### src/rtl/writeback_arbiter_pkg.sv
`default_nettype none
// ============================================================================
// Module  : wb_pkg
// Brief   : Shared constants and the buffer entry type for writeback_arbiter.
// Revision: 1.0 - initial release
// ============================================================================
package wb_pkg;

  localparam int WB_DEPTH = 4;

  typedef struct packed {
    logic        live;
    logic [4:0]  waddr;
    logic [31:0] wdata;
  } wb_entry_t;

endpackage
`default_nettype wire

### src/rtl/writeback_arbiter_if.sv
`default_nettype none
// ============================================================================
// Module  : writeback_arbiter_if
// Brief   : Result ports A/B and register-file write bus of writeback_arbiter.
// Revision: 1.0 - initial release
// ============================================================================
interface writeback_arbiter_if
  import wb_pkg::*;
#(
  parameter int DEPTH = WB_DEPTH
) ();

  logic                     a_valid;
  logic [4:0]               a_waddr;
  logic [31:0]              a_wdata;
  logic                     b_valid;
  logic                     b_ready;
  logic [4:0]               b_waddr;
  logic [31:0]              b_wdata;
  logic                     wen;
  logic [4:0]               waddr;
  logic [31:0]              wdata;
  logic [31:0]              busy;
  logic [$clog2(DEPTH):0]   count;

  modport master (
    output a_valid, a_waddr, a_wdata, b_valid, b_waddr, b_wdata,
    input  b_ready, wen, waddr, wdata, busy, count
  );

  modport slave (
    input  a_valid, a_waddr, a_wdata, b_valid, b_waddr, b_wdata,
    output b_ready, wen, waddr, wdata, busy, count
  );

endinterface
`default_nettype wire

### src/rtl/writeback_arbiter_fifo.sv
`default_nettype none
// ============================================================================
// Module  : wb_fifo
// Brief   : Circular result buffer with per-address squash and busy scoreboard.
// Revision: 1.0 - initial release
// ============================================================================
module wb_fifo
  import wb_pkg::*;
#(
  parameter int DEPTH = WB_DEPTH
) (
  input  logic                     clk,
  input  logic                     rst,
  input  logic                     enq_i,
  input  wb_entry_t                enq_entry_i,
  input  logic                     deq_i,
  input  logic                     squash_i,
  input  logic [4:0]               squash_addr_i,
  output wb_entry_t                head_o,
  output logic [$clog2(DEPTH):0]   count_o,
  output logic [31:0]              busy_o
);

  localparam int PW = $clog2(DEPTH);
  localparam int CW = PW + 1;

  wb_entry_t       entries_q [DEPTH];
  logic [PW-1:0]   head_q;
  logic [PW-1:0]   tail_q;
  logic [CW-1:0]   count_q;
  logic [CW-1:0]   count_d;

  assign count_d = count_q + CW'(enq_i) - CW'(deq_i);

  // Unoccupied slots always hold live=0, so the squash and busy scans need no occupancy mask.
  always_ff @(posedge clk) begin
    if (rst) begin
      for (int i = 0; i < DEPTH; i++) begin
        entries_q[i] <= '0;
      end
      head_q  <= '0;
      tail_q  <= '0;
      count_q <= '0;
    end else begin
      for (int i = 0; i < DEPTH; i++) begin
        if (squash_i && entries_q[i].live && (entries_q[i].waddr == squash_addr_i)) begin
          entries_q[i].live <= 1'b0;
        end
      end
      if (deq_i) begin
        entries_q[head_q].live <= 1'b0;
        head_q                 <= head_q + PW'(1);
      end
      if (enq_i) begin
        entries_q[tail_q] <= enq_entry_i;
        tail_q            <= tail_q + PW'(1);
      end
      count_q <= count_d;
    end
  end

  always_comb begin
    busy_o = '0;
    for (int i = 0; i < DEPTH; i++) begin
      if (entries_q[i].live) begin
        busy_o[entries_q[i].waddr] = 1'b1;
      end
    end
    busy_o[0] = 1'b0;
  end

  assign head_o  = entries_q[head_q];
  assign count_o = count_q;

endmodule
`default_nettype wire

### src/rtl/writeback_arbiter.sv
`default_nettype none
// ============================================================================
// Module  : writeback_arbiter
// Brief   : Merges single-cycle (A) and buffered long-latency (B) writebacks.
// Revision: 1.0 - initial release
// ============================================================================
module writeback_arbiter
  import wb_pkg::*;
#(
  parameter int DEPTH = WB_DEPTH
) (
  input  logic               clk,
  input  logic               rst,
  writeback_arbiter_if.slave bus
);

  localparam int CW = $clog2(DEPTH) + 1;

  logic            w_a_claim;
  logic            w_b_fire;
  logic            w_enq;
  logic            w_has_head;
  logic            w_deq;
  logic            w_deq_write;
  wb_entry_t       w_enq_entry;
  wb_entry_t       w_head;
  logic [CW-1:0]   w_count;
  logic [31:0]     w_busy;

  logic            wen_q,   wen_d;
  logic [4:0]      waddr_q, waddr_d;
  logic [31:0]     wdata_q, wdata_d;

  assign w_a_claim = bus.a_valid && (bus.a_waddr != 5'd0);
  assign bus.b_ready = !rst && (w_count < CW'(DEPTH));
  assign w_b_fire  = bus.b_valid && bus.b_ready;
  assign w_enq     = w_b_fire && (bus.b_waddr != 5'd0);

  // A same-cycle A write to the same register is younger, so the B entry is born dead.
  assign w_enq_entry.live  = !(w_a_claim && (bus.a_waddr == bus.b_waddr));
  assign w_enq_entry.waddr = bus.b_waddr;
  assign w_enq_entry.wdata = bus.b_wdata;

  assign w_has_head  = (w_count != '0);
  assign w_deq       = w_has_head && (!w_head.live || !w_a_claim);
  assign w_deq_write = w_deq && w_head.live;

  wb_fifo #(
    .DEPTH (DEPTH)
  ) u_fifo (
    .clk           (clk),
    .rst           (rst),
    .enq_i         (w_enq),
    .enq_entry_i   (w_enq_entry),
    .deq_i         (w_deq),
    .squash_i      (w_a_claim),
    .squash_addr_i (bus.a_waddr),
    .head_o        (w_head),
    .count_o       (w_count),
    .busy_o        (w_busy)
  );

  always_comb begin
    wen_d   = 1'b0;
    waddr_d = '0;
    wdata_d = '0;
    if (w_a_claim) begin
      wen_d   = 1'b1;
      waddr_d = bus.a_waddr;
      wdata_d = bus.a_wdata;
    end else if (w_deq_write) begin
      wen_d   = 1'b1;
      waddr_d = w_head.waddr;
      wdata_d = w_head.wdata;
    end
  end

  always_ff @(posedge clk) begin
    if (rst) begin
      wen_q   <= 1'b0;
      waddr_q <= '0;
      wdata_q <= '0;
    end else begin
      wen_q   <= wen_d;
      waddr_q <= waddr_d;
      wdata_q <= wdata_d;
    end
  end

  assign bus.wen   = wen_q;
  assign bus.waddr = waddr_q;
  assign bus.wdata = wdata_q;
  assign bus.busy  = w_busy;
  assign bus.count = w_count;

endmodule
`default_nettype wire
### src/flat_wrapper.sv
// flat-port wrapper written by rule: the top's interface ports become plain ports
module writeback_arbiter_flat import wb_pkg::*;
#(
  parameter int DEPTH = WB_DEPTH
)
  (clk, rst, bus_a_valid, bus_a_waddr, bus_a_wdata, bus_b_valid, bus_b_waddr, bus_b_wdata, bus_b_ready, bus_wen, bus_waddr, bus_wdata, bus_busy, bus_count);
  writeback_arbiter_if #(.DEPTH(DEPTH)) bus_i ();
  input  logic clk;
  input  logic rst;
  input wire logic [$bits(bus_i.a_valid)-1:0] bus_a_valid;
  input wire logic [$bits(bus_i.a_waddr)-1:0] bus_a_waddr;
  input wire logic [$bits(bus_i.a_wdata)-1:0] bus_a_wdata;
  input wire logic [$bits(bus_i.b_valid)-1:0] bus_b_valid;
  input wire logic [$bits(bus_i.b_waddr)-1:0] bus_b_waddr;
  input wire logic [$bits(bus_i.b_wdata)-1:0] bus_b_wdata;
  output wire logic [$bits(bus_i.b_ready)-1:0] bus_b_ready;
  output wire logic [$bits(bus_i.wen)-1:0] bus_wen;
  output wire logic [$bits(bus_i.waddr)-1:0] bus_waddr;
  output wire logic [$bits(bus_i.wdata)-1:0] bus_wdata;
  output wire logic [$bits(bus_i.busy)-1:0] bus_busy;
  output wire logic [$bits(bus_i.count)-1:0] bus_count;
  assign bus_i.a_valid = bus_a_valid;
  assign bus_i.a_waddr = bus_a_waddr;
  assign bus_i.a_wdata = bus_a_wdata;
  assign bus_i.b_valid = bus_b_valid;
  assign bus_i.b_waddr = bus_b_waddr;
  assign bus_i.b_wdata = bus_b_wdata;
  assign bus_b_ready = bus_i.b_ready;
  assign bus_wen = bus_i.wen;
  assign bus_waddr = bus_i.waddr;
  assign bus_wdata = bus_i.wdata;
  assign bus_busy = bus_i.busy;
  assign bus_count = bus_i.count;
  writeback_arbiter #(.DEPTH(DEPTH)) u_core (.clk(clk), .rst(rst), .bus(bus_i));
endmodule
### config.mk
export PLATFORM = sky130hd
export DESIGN_NAME = writeback_arbiter_flat
export DESIGN_NICKNAME = d
export VERILOG_FILES = /design/src/rtl/writeback_arbiter_pkg.sv /design/src/rtl/writeback_arbiter_if.sv /design/src/rtl/writeback_arbiter_fifo.sv /design/src/rtl/writeback_arbiter.sv /design/src/flat_wrapper.sv
export SDC_FILE = /design/constraint.sdc
export NUM_CORES = 1
export LEC_CHECK = 0
export ABC_AREA = 1
export BUFFER_PORTS_ARGS = -buffer_cell sky130_fd_sc_hd__buf_2
export CORE_ASPECT_RATIO = 1.5
export CORE_UTILIZATION = 46
export DETAILED_ROUTE_END_ITERATION = 6
export HOLD_SLACK_MARGIN = 0.06
export PLACE_DENSITY = 0.77
export SLEW_MARGIN = 25
export SYNTH_ARGS = -nofsm -noshare
export SYNTH_HDL_FRONTEND = slang
export SYNTH_SLANG_ARGS = --single-unit
### constraint.sdc
create_clock -name clk -period 3.6 [get_ports clk]
set_input_delay 0.54 -clock clk [delete_from_list [all_inputs] [get_ports clk]]
set_output_delay 0.54 -clock clk [all_outputs]
set_load 0.01 [all_outputs]
After elaboration in Yosys (flattened, before gate mapping). Memory sizes are Yosys's and may differ from the RTL's. A register that Yosys moved wholly into a read port is not among the register bits. Index checks and enable logic that the tools add are counted.

Bits in writable memories: 152. Bits in registers: 45. Word-level logic and storage cells: 103. Memories: 1. Output and inout port bits: 74. Input bits: 78.

Memories: u_core.u_fifo.entries_q (words 4, bits a word 38, rd ports 5, clocked after Yosys merged registers in 1, write ports 6, RTL line writeback_arbiter_fifo.sv:27) `wb_entry_t entries_q [DEPTH];`.

Equality and inequality tests: 5. Bitwise gates (word level): 7. Add/sub/neg operators: 4. $lt $le $gt $ge: 9. Mux-type cells: 44. Reduce and logical (&&, ||, !) cells: 27.

Operators by type and width (number): $mux W32 (6); $or A32 B32 Y32 (3); $mux W1 (30); $eq A5 B5 Y1 (5); $lt A5 B6 Y1 const B (4); $demux W1 S5 (4); $ge A5 B1 Y1 const B (4); $logic_and A1 B1 Y1 (19); $mux W5 (2); $reduce_bool A5 Y1 (2); $add A2 B1 Y2 const B (2); $logic_not A1 Y1 (4); $mux W2 (2); $or A1 B1 Y1 (4); $add A3 B1 Y3 (1); $lt A3 B3 Y1 const B (1); $reduce_bool A3 Y1 (1); $sub A3 B1 Y3 (1); $logic_or A1 B1 Y1 (1).

Depth between registers and ports, before layout. Gate-level depths: netlist of the first run. An unclocked memory read counts as a cell.

Depth after elaboration: 12. Depth in mapped cells: 15. Depth with buffers taken out: 14.

Hierarchy. From an unflattened synthesis of the first run, not the netlist that was laid out.

Cells, all modules: 1241. Area, all modules: 10204.8 µm².

Modules (own cells, without submodules): wb_fifo (times used 1, area an instance 8557.0 µm², cells each 1020); writeback_arbiter (times used 1, area an instance 1647.8 µm², cells each 221).

Worst setup path after synthesis of the first run. Ideal clock, no wire load.

Path type: input-to-reg. Start point: in bus_a_waddr[2]. End point: reg u_core.u_fifo.count_q[2], in the netlist u_core.u_fifo.count_o[2]. Arrival: 2.359 ns. Data required time: 3.479 ns. Setup time: 0.121 ns. Path slack: 1.121 ns. Stages: 14. Path buffers: 1. Path through: buf_4 nor2_2 nand3_1 nand2_2 nor2_1 nor2_2 ha_1 inv_1 ha_1 inv_1 fa_1 xnor2_1 o21ai_0 a21oi_1.

Cells in the longest elaborated chain, start to end: 6.

Ends and longest elaborated chain: start, declared (RTL line flat_wrapper.sv:11) `input wire logic [$bits(bus_i.a_waddr)-1:0] bus_a_waddr;`; $reduce_bool A5 Y1 (RTL line writeback_arbiter.sv:34) `assign w_a_claim = bus.a_valid && (bus.a_waddr != 5'd0);`; $logic_and A1 B1 Y1 (RTL line writeback_arbiter.sv:34); $logic_not A1 Y1 (RTL line writeback_arbiter.sv:45) `assign w_deq = w_has_head && (!w_head.live || !w_a_claim);`; $logic_or A1 B1 Y1 (RTL line writeback_arbiter.sv:45); $logic_and A1 B1 Y1 (RTL line writeback_arbiter.sv:45); $sub A3 B1 Y3 (RTL line writeback_arbiter_fifo.sv:33) `assign count_d = count_q + CW'(enq_i) - CW'(deq_i);`; end signal, assigned (RTL line writeback_arbiter_fifo.sv:58) `count_q <= count_d;`; end, declared (RTL line writeback_arbiter_fifo.sv:30) `logic [CW-1:0] count_q;`.

Every way passes these cells. A chain may end at the register's enable or synchronous reset.

==> summary.txt, run 1 <==
Timing
  • Final hold vios: 0
  • Peak Freq: 369 MHz
  • Final setup vio count: 0
  • Worst hold margin: 0.344 ns
  • Crit path time final: 2.71 ns
  • Slew Viols, Final: 0
  • RSZ-0062 raised after global routing: false
  • Least-Margin Pin Slew: 0.810 ns
  • Slew margin rel.: 45.9%
  • Setup TNS: 0 ns
  • Crit share post-route: 75.3%
  • Setup Skew: 0.0119 ns

Cells and area
  • FILL cells: 1,908
  • Layout area overhead: 14.0%
  • Final Util: 53.4%
  • Seq. cell area: 5510 um2
  • Layout Cells excl Fill: 1,516
  • Design area: 11,300 um2
  • Final nets: 1,323
  • Share of layout cells above drive strength 1: 19.3%
  • Multi-input logic area: 3660 um2

Critical path
  • CP Cell Sequence: inv_1 > nand3_1 > o22a_1 > o221ai_1 > buf_2
  • Worst Path Max Fanout: 8
  • CP Depth: 5
  • Worst EP required: 3.06 ns
  • Critical path capture point type: output pin
  • Reg2Reg Depth: 14
  • CP max stage delay: 0.50 ns
  • Top Family by Delay on Critical Path: simple AND/OR/NAND/NOR gates
  • CP Buf/Inv Count: 2
  • Crit start category: register
  • Critical Path Slowest Stage Cell: nand3_1
  • Arr. time, crit path: 2.17 ns
  • Critical path class: register to output pin

Die
  • Die Area: 22,100 um2
  • FP Rows: 65
  • IO Pins: 152
  • Die X: 122 um
  • Core area: 21,100 um2
  • Die Height: 181 um
  • Starting density of the core: 46.9%

Placement
  • # port buffers: 150
  • Dpl cells: 1,483
  • Detail Placement HPWL: 18,700 um
  • DP Area: 10,700 um2
  • Gpl congestion: 1.03

Route
  • Vias per inst: 5.62
  • Routed len/inst: 18.8 um
  • DR pass1 iterations: 7
  • Post-route ant nets: 0
  • Total number of vias: 8,514
  • # DRC: 0
  • WL final: 28,500 um
  • First DRT Iteration DRCs: 680

Synth
  • Syn_area_per_cell: 8.91 um2
  • Syn Inst Count: 1,108
  • Synth Register Bits: 199
  • Net Count, Synth: 1,197
  • Ys Warns: 0
  • Cell area after synthesis: 9870 um2
  • Synth top area share: 46.2%
  • Synth unique cells: 36
  • Sequential-to-total area share from yosys stat: 55.8%
  • Synth area leader: edfxtp_1
  • Synth area leaders: edfxtp_1 (46%), nor2_1 (10%), dfxtp_1 (9.5%)

CTS
  • Clock Latency Late Sink: 0.44 ns
  • Clock transition at path regs: 0.07 ns
  • CTS root buf: clkbuf_16
  • CTS Buffer Depth: 2
  • # resized after CTS: 0
  • Post-CTS Setup Bufs: 0
  • H-tree depth: 4
  • TritonCTS Sinks: 199
  • CTS Buf Count: 17
  • TritonCTS clock tree: yes
  • Hold buffers post-CTS: 0

Power
  • PwrDens: 586 nW/um2
  • Pleak: 4.86 nW
  • Peak VDD IR: 0.000323 V

Flow run
  • Total of max-cap violations: 0

Outcome
  • Outcome: finished clean

Global route
  • Global route overflow: 0
  • Largest net degree at the start of global routing: 71
  • Tot GR Track Use: 26.3%
  • Initial antenna violation count: 1
  • Vias in the first global route: 8,188
  • First-pass GRT wire length: 43,200 um

Worst hold path
  • Worst min path class: input port to register
  • WHS Path Cells: 3
-- sequential cells by signal (all words and copies together) (netlist names), named ones only --
register,cells
u_core.u_fifo.entries_q,152
u_core.bus.wdata,32
u_core.bus.waddr,5
u_core.u_fifo.count_o,3
u_core.u_fifo.head_q,2
u_core.u_fifo.tail_q,2
u_core.bus.wen,1
-- final timing paths --
path	startpoint	endpoint	slack, ns
worst max-delay path	u_core.u_fifo.entries_q[0][32]$_SDFFCE_PN0P_	bus_busy[30]	0.89
worst max register to register	register	u_core.u_fifo.count_o[2]$_SDFF_PP0_	1.02
worst min register to register	u_core.u_fifo.tail_q[0]$_SDFFE_PP0N_	u_core.u_fifo.tail_q[0]$_SDFFE_PP0N_	0.52
worst min-delay path	bus_a_wdata[7]	u_core.bus.wdata[7]$_SDFF_PP0_	0.34
-- through the flow --
stage                     power, mW  worst slack (ns)
final                          6.59             0.890
after global routing           6.96             0.684
after CTS                      6.58             0.991
after detailed placement       4.87             0.867
after global placement         4.82             0.887
after floorplan                4.33              1.12
-- cells in the mapped netlist (all sizes together) --
library cell	n
or2	17
o22a	6
clkbuf	5
inv	90
o22ai	35
o221ai	13
nand2	139
xnor2	8
nor2	276
o21ai	112
buf	54
fa	1
nand3	69
xor2	2
ha	10
nor3	2
nand4	7
a21oi	60
edfxtp	152
conb	1
clkinv	1
dfxtp	47
nor3b	1
-- worst reg2reg max path, stage by stage, from the launching register on --
cell and delay [ns]:
dfxtp_2 0.33, buf_4 0.25, nand2_1 0.12, nand3_1 0.07, nand2_1 0.13, nor2_1 0.07
nor2_2 0.24, ha_1 0.29, inv_1 0.05, ha_1 0.13, inv_1 0.04, fa_1 0.37
xnor2_1 0.19, o21ai_0 0.10, a21oi_1 0.12
-- layout by cell type (no fill, tap or decap), drive strengths merged, types with 17 or more instances in the layout --
master and instances:
o22ai 35, clkbuf 21, nand2 139, nand3 69, nor2 276, dfxtp 47, edfxtp 152, inv 92
or2 17, buf 166, a21oi 60, o21ai 112
-- metal layers --
metal	GRT usage, %	vias to the layer above	share of wire [%]
met4	16.9	0	5.3
met1	29.5	4032	37
met5	0	-	0
met3	4.68	108	6.0
met2	45.4	386	51
li1	-	3988	-
-- cell families (layout without fill, tap and decap cells) --
| logic type | after synthesis | in the layout | synth area share (%) |
|---|---|---|---|
| AO/OA/AOI/OAI | 226 | 226 | 13.0 |
| XOR/XNOR | 10 | 10 | 0.887 |
| adder cells (fa/ha/maj) | 11 | 11 | 1.47 |
| buffers and inverters | 150 | 289 | 7.43 |
| flip-flops | 199 | 199 | 55.8 |
| other | 1 | 2 | 0.0380 |
| AND/OR/NAND/NOR | 511 | 511 | 21.4 |
-- where the power goes --
part | internal [mW] | leakage [nW] | switching, mW
clock network | 0.903 | 0.259 | 0.827
logic | 0.622 | 2.64 | 1.36
registers | 2.74 | 1.96 | 0.145
total | 4.26 | 4.86 | 2.33
-- layout make-up --
class	count	share of cell area, %
multi-input cells	759	32.6
clock buffers	21	4.00
inverters	91	3.06
flip-flops and latches	199	48.9
repair buffers	166	7.74
well taps	268	2.98
diodes	1	0.0222
clock inverters	11	0.689
No activity file was read; power rests on OpenSTA's default activity.
==> run 2, diff against run 1 <==
Settings changed: ABC_AREA 1 to 0.
Clock period 3.6 ns to 2.6 ns, I/O delays scaled along.
==> summary.txt, run 2 <==
Timing
  • Setup Skew: 0.00812 ns
  • Worst hold margin: 0.186 ns
  • Crit path time final: 2.45 ns
  • Slew margin rel.: 45.5%
  • Crit share post-route: 94.2%
  • RSZ-0062 raised after global routing: false
  • Least-Margin Pin Slew: 0.810 ns
  • Slew Viols, Final: 0
  • Final hold vios: 0
  • Peak Freq: 408 MHz
  • PnR worst setup slack: 0.150 ns
  • Final setup vio count: 0

Die
  • Starting density of the core: 47.3%
  • Die X: 121 um
  • Die Height: 180 um
  • Core area: 20,600 um2
  • Die Area: 21,800 um2
  • FP Rows: 64
  • IO Pins: 152

CTS
  • TritonCTS clock tree: yes
  • CTS Buf Count: 17
  • Clock Latency Late Sink: 0.43 ns
  • # resized after CTS: 0
  • Post-CTS Setup Bufs: 0
  • Hold buffers post-CTS: 0
  • Clock transition at path regs: 0.08 ns
  • TritonCTS Sinks: 199
  • H-tree depth: 4
  • CTS root buf: clkbuf_16
  • CTS Buffer Depth: 2

Placement
  • # port buffers: 150
  • Setup slack at placement: -0.100 ns
  • Dpl cells: 1,170
  • Gpl congestion: 0.922
  • Detail Placement HPWL: 16,200 um

Critical path
  • Critical path class: register to output pin
  • CP Cell Sequence: nand3b_1 > o22ai_1 > a221o_1 > buf_2
  • CP max stage delay: 0.51 ns
  • Top Family by Delay on Critical Path: compound AO/OA/AOI/OAI gates
  • Critical path capture point type: output pin
  • Critical Path Slowest Stage Cell: edfxtp_1
  • CP Buf/Inv Count: 1
  • Crit start category: register
  • Worst EP required: 2.21 ns
  • Arr. time, crit path: 2.06 ns
  • Worst Path Max Fanout: 8

Global route
  • Largest net degree at the start of global routing: 78
  • Vias in the first global route: 7,270
  • First-pass GRT wire length: 38,800 um
  • Tot GR Track Use: 23.5%
  • Global route overflow: 0
  • Initial antenna violation count: 0

Worst hold path
  • Worst min path class: input port to register

Synth
  • Synth top area share: 46.9%
  • Post-synth top cells: edfxtp_1 (152), and3_1 (116), nand2_1 (89)
  • Synth unique cells: 50
  • Sequential-to-total area share from yosys stat: 56.5%
  • Syn_area_per_cell: 12.2 um2
  • Count leader, synth: edfxtp_1
  • Synth area leader: edfxtp_1
  • Ys Warns: 0
  • Net Count, Synth: 885
  • Top FF cell, synth: edfxtp_1
  • Synth Register Bits: 199
  • Cell area after synthesis: 9740 um2
  • Share of synthesized registers carrying an async set or reset: 0%
  • EDFF count, synth: 152
  • Synth area leaders: edfxtp_1 (47%), dfxtp_1 (9.7%), mux4_2 (8.8%)
  • Syn Inst Count: 796

Route
  • Total number of vias: 7,147
  • Vias per inst: 5.95
  • # DRC: 0
  • Post-route ant nets: 0
  • First DRT Iteration DRCs: 734
  • Routed len/inst: 20.7 um
  • WL final: 24,900 um
  • DR pass1 iterations: 5

Power
  • Peak VDD IR: 0.000430 V
  • PwrDens: 760 nW/um2
  • Pleak: 4.83 nW

Cells and area
  • Antenna Cells: 0
  • Share of layout cells above drive strength 1: 28.7%
  • Final nets: 1,014
  • FILL cells: 1,684
  • Commonest cells after routing, fill and taps aside: edfxtp_1 (152), buf_2 (150), and3_1 (116)
  • Layout area overhead: 16.6%
  • Largest reg by FF count: u_core.u_fifo.entries_q
  • Most common cell after layout, fill and taps aside: edfxtp_1
  • Layout Cells excl Fill: 1,202
  • Max reg flops: 152

Flow run
  • Total of max-cap violations: 0

Outcome
  • Outcome: finished clean
## run 2: cell types whose count changed after synthesis, moves of 38 or more
cell / change
nand3_1: -64
nand2_1: -47
nor2_1: -255
and3_1: +116
clkbuf_1: +49
inv_1: -79
o21ai_0: -86
mux4_2: +38
and2_1: +40
## run 2: per-stage QoR
stage / utilization (%) / power (mW) / cell area (um2) / TNS (ns)
after floorplan: - / 5.49 / 9740 / -0.374
after global placement: 52.4 / 6.14 / 10800 / -0.0815
after detailed placement: 52.4 / 6.19 / 10800 / -0.100
after CTS: 55.2 / 8.68 / 11400 / 0
after global routing: 55.2 / 8.99 / 11400 / 0
final: 55.2 / 8.63 / 11400 / 0
## run 2: cell type report
type	count	area, um2	area share (%)
well taps	264	330	2.91
clock inverters	14	135	1.19
repair buffers	184	1030	9.08
clock buffers	18	429	3.78
multi-input cells	515	3890	34.3
flip-flops and latches	199	5510	48.5
inverters	8	30.0	0.264
## run 2: report_power, final
group | leakage [nW] | total (mW) | internal, mW | switching (mW)
sequential | 1.96 | 3.93 | 3.76 | 0.179
combinational | 2.59 | 2.19 | 0.995 | 1.19
clock | 0.269 | 2.51 | 1.27 | 1.24
## run 2: routing by layer
metal / vias to the layer above / track usage, % / routed length (um)
met5: - / 0 / 0
met4: 0 / 11.8 / 755
met3: 64 / 4.40 / 1780
met2: 362 / 42.0 / 13200
met1: 3477 / 26.4 / 9190
li1: 3244 / - / -
## run 2: final timing paths
kind	from	to	slack [ns]	cells past startpoint
setup / recovery	u_core.u_fifo.entries_q[2][33]$_SDFFCE_PN0P_	bus_busy[1]	0.15	4
hold / removal	bus_a_wdata[10]	u_core.bus.wdata[10]$_SDFF_PP0_	0.19	3
setup reg to reg	u_core.u_fifo.entries_q[3][37]$_SDFFCE_PN0P_	u_core.u_fifo.count_o[2]$_SDFF_PP0_	0.16	10
hold reg to reg	u_core.u_fifo.head_q[1]$_SDFFE_PP0N_	register	0.55	2
## run 2: cells by family after synthesis
group | count (synthesis) | synth area share (%)
AO/OA/AOI/OAI | 109 | 8.05
XOR/XNOR | 28 | 2.52
adder cells (fa/ha/maj) | 11 | 1.49
buffers and inverters | 82 | 3.69
flip-flops | 199 | 56.5
multiplexers | 42 | 9.23
other | 1 | 0.0385
AND/OR/NAND/NOR | 324 | 18.4
## run 2: worst min-delay path, delay by kind of cell
family,cells,cell delay (ns)
AO/OA/AOI/OAI,1,0.05
buffers and inverters,1,0.09
AND/OR/NAND/NOR,1,0.04
==> run 3, diff against run 2 <==
Settings changed: CORE_UTILIZATION 46 to 45, PLACE_DENSITY 0.77 to 0.76.
==> summary.txt, run 3 (synthesis gave the netlist of run 2 again) <==
Global route
  • Global route overflow: 0
  • Tot GR Track Use: 23.0%
  • Largest net degree at the start of global routing: 82
  • First-pass GRT wire length: 38,100 um
  • Vias in the first global route: 7,020
  • Initial antenna violation count: 2

Die
  • Die Height: 182 um
  • Die Area: 22,200 um2
  • Die X: 122 um
  • FP Rows: 65
  • Core area: 21,100 um2
  • IO Pins: 152
  • Starting density of the core: 46.0%

Power
  • PwrDens: 764 nW/um2
  • Comb pwr share: 25.4%
  • Peak VDD IR: 0.000440 V
  • Sw power: 2.65 mW
  • Pleak: 4.86 nW
  • Pwr Total: 8.73 mW
  • Clock power share: 29.6%
  • Switching share of power: 30.3%
  • Internal power: 6.08 mW
  • Seq pwr share: 45.0%

Placement
  • Detail Placement HPWL: 16,500 um
  • Gpl congestion: 0.928
  • # port buffers: 150

Critical path
  • RR Endpoint: u_core.u_fifo.count_o[2]$_SDFF_PP0_
  • Arr. time, crit path: 2.07 ns
  • Worst EP required: 2.21 ns
  • Critical path capture point type: output pin
  • Worst Path Max Fanout: 10
  • CP Cell Sequence: or3b_2 > nor2_1 > a21oi_1 > o211ai_1 > buf_2
  • Critical Path Start: u_core.u_fifo.entries_q[2][35]$_SDFFCE_PN0P_
  • Reg2Reg Launch Point: u_core.u_fifo.entries_q[1][37]$_SDFFCE_PN0P_
  • Crit start category: register
  • Critical Path End: bus_busy[18]
  • Reg2Reg Depth: 10
  • Reg-to-reg setup timing slack: 0.15 ns
  • Critical path class: register to output pin
  • Critical Path Slowest Stage Cell: edfxtp_1
  • CP max stage delay: 0.59 ns

Timing
  • Peak Freq: 406 MHz
  • Crit share post-route: 94.7%
  • RSZ-0062 raised after global routing: false
  • Setup TNS: 0 ns
  • Least-Margin Pin Slew: 0.716 ns
  • Crit path time final: 2.46 ns
  • Setup Skew: 0.0125 ns
  • Worst hold margin: 0.183 ns
  • Slew Viols, Final: 0
  • Slew margin rel.: 51.8%
  • Final setup vio count: 0
  • Final hold vios: 0

Cells and area
  • Max reg flops: 152
  • Share of layout cells above drive strength 1: 28.9%
  • Final Util: 54.0%
  • Seq. cell area: 5510 um2
  • Multi-input logic area: 3890 um2
  • Most common cell after layout, fill and taps aside: edfxtp_1
  • FILL cells: 1,801
  • Largest reg by FF count: u_core.u_fifo.entries_q
  • Commonest cells after routing, fill and taps aside: edfxtp_1 (152), buf_2 (150), and3_1 (116)
  • Layout area overhead: 17.3%
  • Final nets: 1,015

Route
  • Total number of vias: 7,078
  • WL final: 25,300 um
  • Post-route ant nets: 0
  • # DRC: 0
  • DR pass1 iterations: 7
  • First DRT Iteration DRCs: 576
  • Routed len/inst: 20.9 um
  • Vias per inst: 5.85

CTS
  • CTS root buf: clkbuf_16
  • Clock Latency Late Sink: 0.44 ns
  • TritonCTS Sinks: 199
  • Post-CTS Setup Bufs: 0
  • Clock transition at path regs: 0.08 ns
  • Hold buffers post-CTS: 0
  • CTS Buffer Depth: 2
  • # resized after CTS: 0
  • H-tree depth: 4
  • TritonCTS clock tree: yes
  • CTS Buf Count: 17

Flow run
  • Total of max-cap violations: 0

Outcome
  • Outcome: finished clean

Worst hold path
  • Worst min path class: input port to register
-- run 3: routing by layer --
metal | GRT usage (%) | part of all wire (%) | vias up | routed length (um)
met1 | 26.9 | 37 | 3436 | 9450
met5 | 0 | 0 | - | 0
met2 | 40.1 | 53 | 340 | 13300
li1 | - | - | 3247 | -
met4 | 11.5 | 3.4 | 0 | 872
met3 | 4.09 | 6.6 | 55 | 1670
-- run 3: final cells by class --
class                   count  share of cell area (%)
repair buffers            185                    9.31
clock buffers              18                    3.85
multi-input cells         515                    34.1
inverters                   8                   0.263
diodes                      2                  0.0438
well taps                 268                    2.94
clock inverters            14                    1.31
flip-flops and latches    199                    48.2
-- run 3: through the flow --
stage               cell area (um2)  worst slack, ns  cells
CTS                           11400            0.147   1206
finish                        11400            0.137   1209
detailed placement            10800           -0.161   1174
global placement              10800           -0.171   1174
global route                  11400           0.0136   1209
floorplan                      9740           -0.250    796
-- run 3: worst min path at each step --
stage / start / endpoint / slack, ns / depth (start not counted)
floorplan: u_core.u_fifo.head_q[1]$_SDFFE_PP0N_ / register / 0.50 / 2
global placement: u_core.u_fifo.head_q[1]$_SDFFE_PP0N_ / register / 0.53 / 2
detailed placement: u_core.u_fifo.head_q[1]$_SDFFE_PP0N_ / register / 0.54 / 2
CTS: bus_a_wdata[16] / u_core.bus.wdata[16]$_SDFF_PP0_ / 0.17 / 3
global route: bus_a_wdata[16] / u_core.bus.wdata[16]$_SDFF_PP0_ / 0.17 / 3
finish: bus_a_wdata[16] / u_core.bus.wdata[16]$_SDFF_PP0_ / 0.18 / 3
-- run 3: power groups by stage --
| stage | logic, mW | clock network [mW] | registers (mW) |
|---|---|---|---|
| finish | 2.22 | 2.59 | 3.93 |
| global route | 2.41 | 2.73 | 3.96 |
| global placement | 2.19 | 0 | 3.99 |
| floorplan | 1.50 | 0 | 3.98 |
| detailed placement | 2.22 | 0 | 4.00 |
| CTS | 2.23 | 2.63 | 3.93 |
-- run 3: worst max-delay path, delay by kind of cell, from the launching register on --
family | cells | cell delay, ns
simple gates | 2 | 0.71
flops | 1 | 0.59
buf+inv | 1 | 0.17
compound gates | 2 | 0.17
